--- config.mk ---
export PLATFORM = sky130hd
export DESIGN_NAME = fetch_unit
export DESIGN_NICKNAME = d
export VERILOG_FILES = /design/src/rtl/fetch_unit.sv
export SDC_FILE = /design/constraint.sdc
export NUM_CORES = 1
export LEC_CHECK = 0
export ABC_AREA = 1
export BUFFER_PORTS_ARGS = -buffer_cell sky130_fd_sc_hd__buf_2
export CAP_MARGIN = 0
export CORE_MARGIN = 3
export CORE_UTILIZATION = 50
export DETAILED_ROUTE_END_ITERATION = 8
export PLACE_DENSITY = 0.7
export SLEW_MARGIN = 15
export SYNTH_ARGS = -nofsm -noshare
export SYNTH_HDL_FRONTEND = slang
export SYNTH_SLANG_ARGS = --single-unit
--- constraint.sdc ---
create_clock -name clk -period 11.45 [get_ports clk]
set_input_delay 2.29 -clock clk [delete_from_list [all_inputs] [get_ports clk]]
set_output_delay 2.29 -clock clk [all_outputs]
set_load 0.02 [all_outputs]
--- src/rtl/fetch_unit.sv ---
// Instruction-fetch stage: owns the PC, issues credit-limited requests to instruction
// memory, buffers returned words and drives the IF/ID pipeline register.
module fetch_unit #(
    parameter int unsigned     XLEN      = 32,
    parameter logic [XLEN-1:0] RESET_PC  = 32'h0000_0000,
    parameter logic [XLEN-1:0] NOP_INSTR = 32'h0000_0013
) (
    input  logic            clk,
    input  logic            rst_n,
    input  logic            pc_write,
    input  logic            if_id_write,
    input  logic            branch_taken,
    input  logic [XLEN-1:0] branch_target,
    output logic            imem_req_valid,
    input  logic            imem_req_ready,
    output logic [XLEN-1:0] imem_req_addr,
    input  logic            imem_rsp_valid,
    input  logic [XLEN-1:0] imem_rsp_data,
    output logic [XLEN-1:0] if_id_pc,
    output logic [XLEN-1:0] if_id_instr,
    output logic            if_id_valid
);

    localparam logic [XLEN-1:0] PC_STEP = XLEN'(4);

    logic [XLEN-1:0] pc;
    logic [1:0]      outstanding;
    logic [1:0]      discard;

    // Tag FIFO: PC of every accepted request, popped by the in-order response.
    logic [XLEN-1:0] tag_mem [2];
    logic            tag_rd;
    logic            tag_wr;

    // Instruction buffer: {pc, instr} pairs waiting for IF/ID.
    logic [XLEN-1:0] buf_pc    [2];
    logic [XLEN-1:0] buf_instr [2];
    logic            buf_rd;
    logic            buf_wr;
    logic [1:0]      buf_count;

    logic [2:0]      credits_used;
    logic            req_fire;
    logic            rsp_keep;
    logic            buf_pop;

    // Request handshake: a request transfers in any cycle where imem_req_valid and
    // imem_req_ready are both high; valid is recomputed every cycle and may drop
    // without a transfer. Words in flight plus buffered words never exceed two.
    always_comb begin
        credits_used   = {1'b0, outstanding} + {1'b0, buf_count};
        imem_req_valid = pc_write & ~branch_taken & (credits_used < 3'd2);
        imem_req_addr  = pc;
        req_fire       = imem_req_valid & imem_req_ready;
        rsp_keep       = imem_rsp_valid & ~branch_taken & (discard == 2'd0);
        buf_pop        = ~branch_taken & if_id_write & (buf_count != 2'd0);
    end

    always_ff @(posedge clk or negedge rst_n) begin
        if (!rst_n) begin
            pc <= RESET_PC;
        end else if (branch_taken) begin
            pc <= branch_target;
        end else if (req_fire) begin
            pc <= pc + PC_STEP;
        end
    end

    always_ff @(posedge clk or negedge rst_n) begin
        if (!rst_n) begin
            outstanding <= 2'd0;
            tag_rd      <= 1'b0;
            tag_wr      <= 1'b0;
        end else begin
            outstanding <= outstanding + {1'b0, req_fire} - {1'b0, imem_rsp_valid};
            if (req_fire) begin
                tag_wr <= ~tag_wr;
            end
            if (imem_rsp_valid) begin
                tag_rd <= ~tag_rd;
            end
        end
    end

    // On redirect every word still in flight is stale; the one arriving now is dropped too.
    always_ff @(posedge clk or negedge rst_n) begin
        if (!rst_n) begin
            discard <= 2'd0;
        end else if (branch_taken) begin
            discard <= outstanding - {1'b0, imem_rsp_valid};
        end else if (imem_rsp_valid && (discard != 2'd0)) begin
            discard <= discard - 2'd1;
        end
    end

    always_ff @(posedge clk or negedge rst_n) begin
        if (!rst_n) begin
            buf_rd    <= 1'b0;
            buf_wr    <= 1'b0;
            buf_count <= 2'd0;
        end else if (branch_taken) begin
            buf_rd    <= 1'b0;
            buf_wr    <= 1'b0;
            buf_count <= 2'd0;
        end else begin
            if (rsp_keep) begin
                buf_wr <= ~buf_wr;
            end
            if (buf_pop) begin
                buf_rd <= ~buf_rd;
            end
            buf_count <= buf_count + {1'b0, rsp_keep} - {1'b0, buf_pop};
        end
    end

    // Storage arrays carry no reset; their occupancy is tracked by the pointers above.
    always_ff @(posedge clk) begin
        if (req_fire) begin
            tag_mem[tag_wr] <= pc;
        end
        if (rsp_keep) begin
            buf_pc[buf_wr]    <= tag_mem[tag_rd];
            buf_instr[buf_wr] <= imem_rsp_data;
        end
    end

    // IF/ID priority: flush, hold, load buffer head, bubble. Responses are never bypassed.
    always_ff @(posedge clk or negedge rst_n) begin
        if (!rst_n) begin
            if_id_pc    <= '0;
            if_id_instr <= NOP_INSTR;
            if_id_valid <= 1'b0;
        end else if (branch_taken) begin
            if_id_pc    <= '0;
            if_id_instr <= NOP_INSTR;
            if_id_valid <= 1'b0;
        end else if (if_id_write) begin
            if (buf_count != 2'd0) begin
                if_id_pc    <= buf_pc[buf_rd];
                if_id_instr <= buf_instr[buf_rd];
                if_id_valid <= 1'b1;
            end else begin
                if_id_pc    <= '0;
                if_id_instr <= NOP_INSTR;
                if_id_valid <= 1'b0;
            end
        end
    end

endmodule

==> impl_metrics.toml <==
[clock_tree]
tritoncts = "built"
cts_max_level = 1
post_cts_resized = 0
clock-sinks = 299
cts_buffer_depth = 3
cts_made_buffers = 30
cts_setup_buffers = 0
cts-root-buf = "clkbuf_16"
cts_hold_buffers = 0
path_clk_slew_ns = 0.06
worst_skew_pair.late_latency_ns = 0.54

[synthesis]
synthTopCellsByArea = "edfxtp_1 (48%), dfrtp_1 (22%), nand2_1 (6.9%)"
synth_nets = 1009
yosysWarnings = 0
synth.area.mux_share_pct = 8.13
synth_compound_area_share_pct = 4.30
synthCells = 930
syn_area_sq_um = 11900
yosysTopAreaCell = "edfxtp_1"
synth_fa_ha_area_share_pct = 0.901
synthDistinctLibCells = 37
synth_most_common_cell = "nand2_1"
synth_top_family_by_area = "simple AND/OR/NAND/NOR gates"
synth-async-reset-ratio_pct = 35.8
ys_ff_latch = 299
yosysTopAreaCellShare_pct = 48.3
syn_avg_cell_area_sq_um = 12.8
synth-simple-area-share_pct = 11.8
synth_common_cells = "nand2_1 (218), edfxtp_1 (192), dfrtp_1 (104)"
synth_edf_count = 192
synth_seq_area_share_pct = 70.7
synth-main-ff-cell = "edfxtp_1"
synth_xor_area_share_pct = 0.880

[route]
drc = 0
wl_per_cell_microns = 16.8
dr.pass1.iters = 5
drtIter0Drc = 499
routed_wl_microns = 24300
via_per_inst = 5.13
postRouteAntennaNets = 0
dr_total_vias = 7384

[final_layout]
seq_area_sq_um = 8450
multiInputGateArea_sq_um = 3140
syn_to_final_growth_pct = 18.3
drive_above_1_share_pct = 25.0
antennaDiodeCount = 0
final_nets = 1182
fill_cells = 1808

[status]
status = "completed"

[sta]
setup-violations-final = 0
slew_headroom_pct = 31.6
fin_crit_ns = 5.78
tns_ns = 0
finalCritPeriodShare_pct = 50.5
fin_skew_ns = 0.00910
rsz0062_at_grt = "false"
tightest_slew_ns = 1.03
max_clock_freq_mhz = 173
slew_viol_final = 0
hold_viol = 0

[floorplan]
initial_core_util_pct = 51.8
rows = 55
chipHeight_microns = 161
die_width_microns = 161
fp.dieArea_sq_um = 25800
ios = 169
fp.coreArea_sq_um = 23100

[power_and_ir_drop]
p_per_area_nw_per_um2 = 198
power_leakage_nw = 5.72
finalPower_w = 0.00279
vdd_drop_max_uv = 130

[worst_setup_path]
r2r-start = "outstanding[0]"
required_ns = 9.16
cp_max_fo = 40
cp-end-kind = "output port"
cp.arrival_ns = 3.49
crit_start = "branch_taken"
path_class = "input port to output port"
cp-start-kind = "input port"

[grt]
grt_remaining_overflow = 0
antenna_found_initial = 0
grt_pass1_wl_microns = 38800
grt_max_degree = 65
grt_usage_pct = 18.7
first_global_vias = 7367

[placed_design]
port_buffers = 168
place_congestion = 0.801
hpwl_microns = 15500

[min_path]
min_from = "if_id_pc[17]"
min_path_type = "flop to flop"

[job]
maxCapViolations = 0
## report_power, final
| part | switching [W] | internal [W] | total (W) |
|---|---|---|---|
| clock network | 0.000391 | 0.000626 | 0.00102 |
| logic | 0.000258 | 0.000161 | 0.000420 |
| registers | 0.0000776 | 0.00128 | 0.00136 |
| total | 0.000727 | 0.00207 | 0.00279 |
## final cells by class
class                   instances  share of cell area (%)
flip-flops and latches        299                    59.8
multi-input cells             541                    22.2
repair buffers                174                    6.29
clock buffers                  40                    5.94
well taps                     313                    2.77
inverters                      57                    1.51
clock inverters                16                    1.47
## cell usage in the layout, fill, tap and decap left out, types with 2 or more instances in the layout
cell,count
a21oi_1,2
a31oi_1,3
buf_2,167
buf_4,7
bufinv_16,5
clkbuf_1,6
clkbuf_16,31
clkbuf_8,3
clkinv_1,2
clkinv_2,7
clkinvlp_4,2
dfrtp_1,103
dfstp_2,3
edfxtp_1,192
ha_1,7
inv_1,53
inv_2,4
mux2_2,32
mux2i_1,61
nand2_1,218
nand2_2,2
nand3_1,52
nor2_1,39
nor2_2,5
nor2_4,8
o211ai_1,4
o21ai_0,68
o21ai_1,11
o21bai_1,7
xnor2_1,7
xor2_1,5
## critical path, cell delays in order
cell and delay (ns):
buf_2 0.58, inv_2 0.27, nand3_1 0.15, inv_1 0.04
buf_2 0.15
## flip-flops by register name, indices dropped and copies added (netlist names)
| register | cells |
|---|---|
| if_id_instr | 32 |
| outstanding | 2 |
| buf_pc | 64 |
| tag_rd | 1 |
| tag_wr | 1 |
| if_id_pc | 32 |
| discard | 2 |
| imem_req_addr | 32 |
| buf_rd | 1 |
| if_id_valid | 1 |
| tag_mem | 64 |
| buf_count | 2 |
| buf_wr | 1 |
| buf_instr | 64 |
## metal layers
| layer | vias up | GRT usage (%) | wire length (microns) |
|---|---|---|---|
| li1 | 3570 | - | - |
| met1 | 3571 | 25.4 | 10600 |
| met2 | 206 | 31.8 | 11900 |
| met3 | 37 | 2.91 | 1250 |
| met4 | 0 | 5.17 | 484 |
| met5 | - | 0 | 0 |
## worst paths after layout
kind	endpoint	cells past startpoint	slack [ns]
worst max register to register	tag_mem[1][22]	6	8.78
min in group asynchronous	if_id_instr[23]	1	1.78
worst min-delay path	if_id_pc[17]	2	0.48
max in group asynchronous	buf_rd	2	8.34
worst min register to register	if_id_pc[17]	2	0.48
worst max-delay path	imem_req_valid	5	5.67
## cell families (layout without fill, tap and decap cells)
kind of cell	Yosys count	after routing
AOI/OAI and AO/OA	96	96
adders and majority gates	8	8
DFF	299	299
and+or+nand+nor	332	332
buffers and inverters	90	287
muxes	93	93
xor gates and xnor gates	12	12
## through the flow
| step | worst slack [ns] | std cells | hold slack, ns | utilization (%) | cell area, sq um |
|---|---|---|---|---|---|
| 2_1_floorplan | 5.63 | 930 | 0.458 | - | 11900 |
| 3_3_place_gp | 5.69 | 1384 | 0.458 | 56.7 | 13100 |
| 3_5_place_dp | 5.62 | 1384 | 0.461 | 56.7 | 13100 |
| 4_1_cts | 5.62 | 1440 | 0.478 | 61.3 | 14100 |
| 5_1_grt | 5.53 | 1440 | 0.493 | 61.3 | 14100 |
| 6_report | 5.67 | 1440 | 0.475 | 61.3 | 14100 |
(Power assumes the default switching activity.)
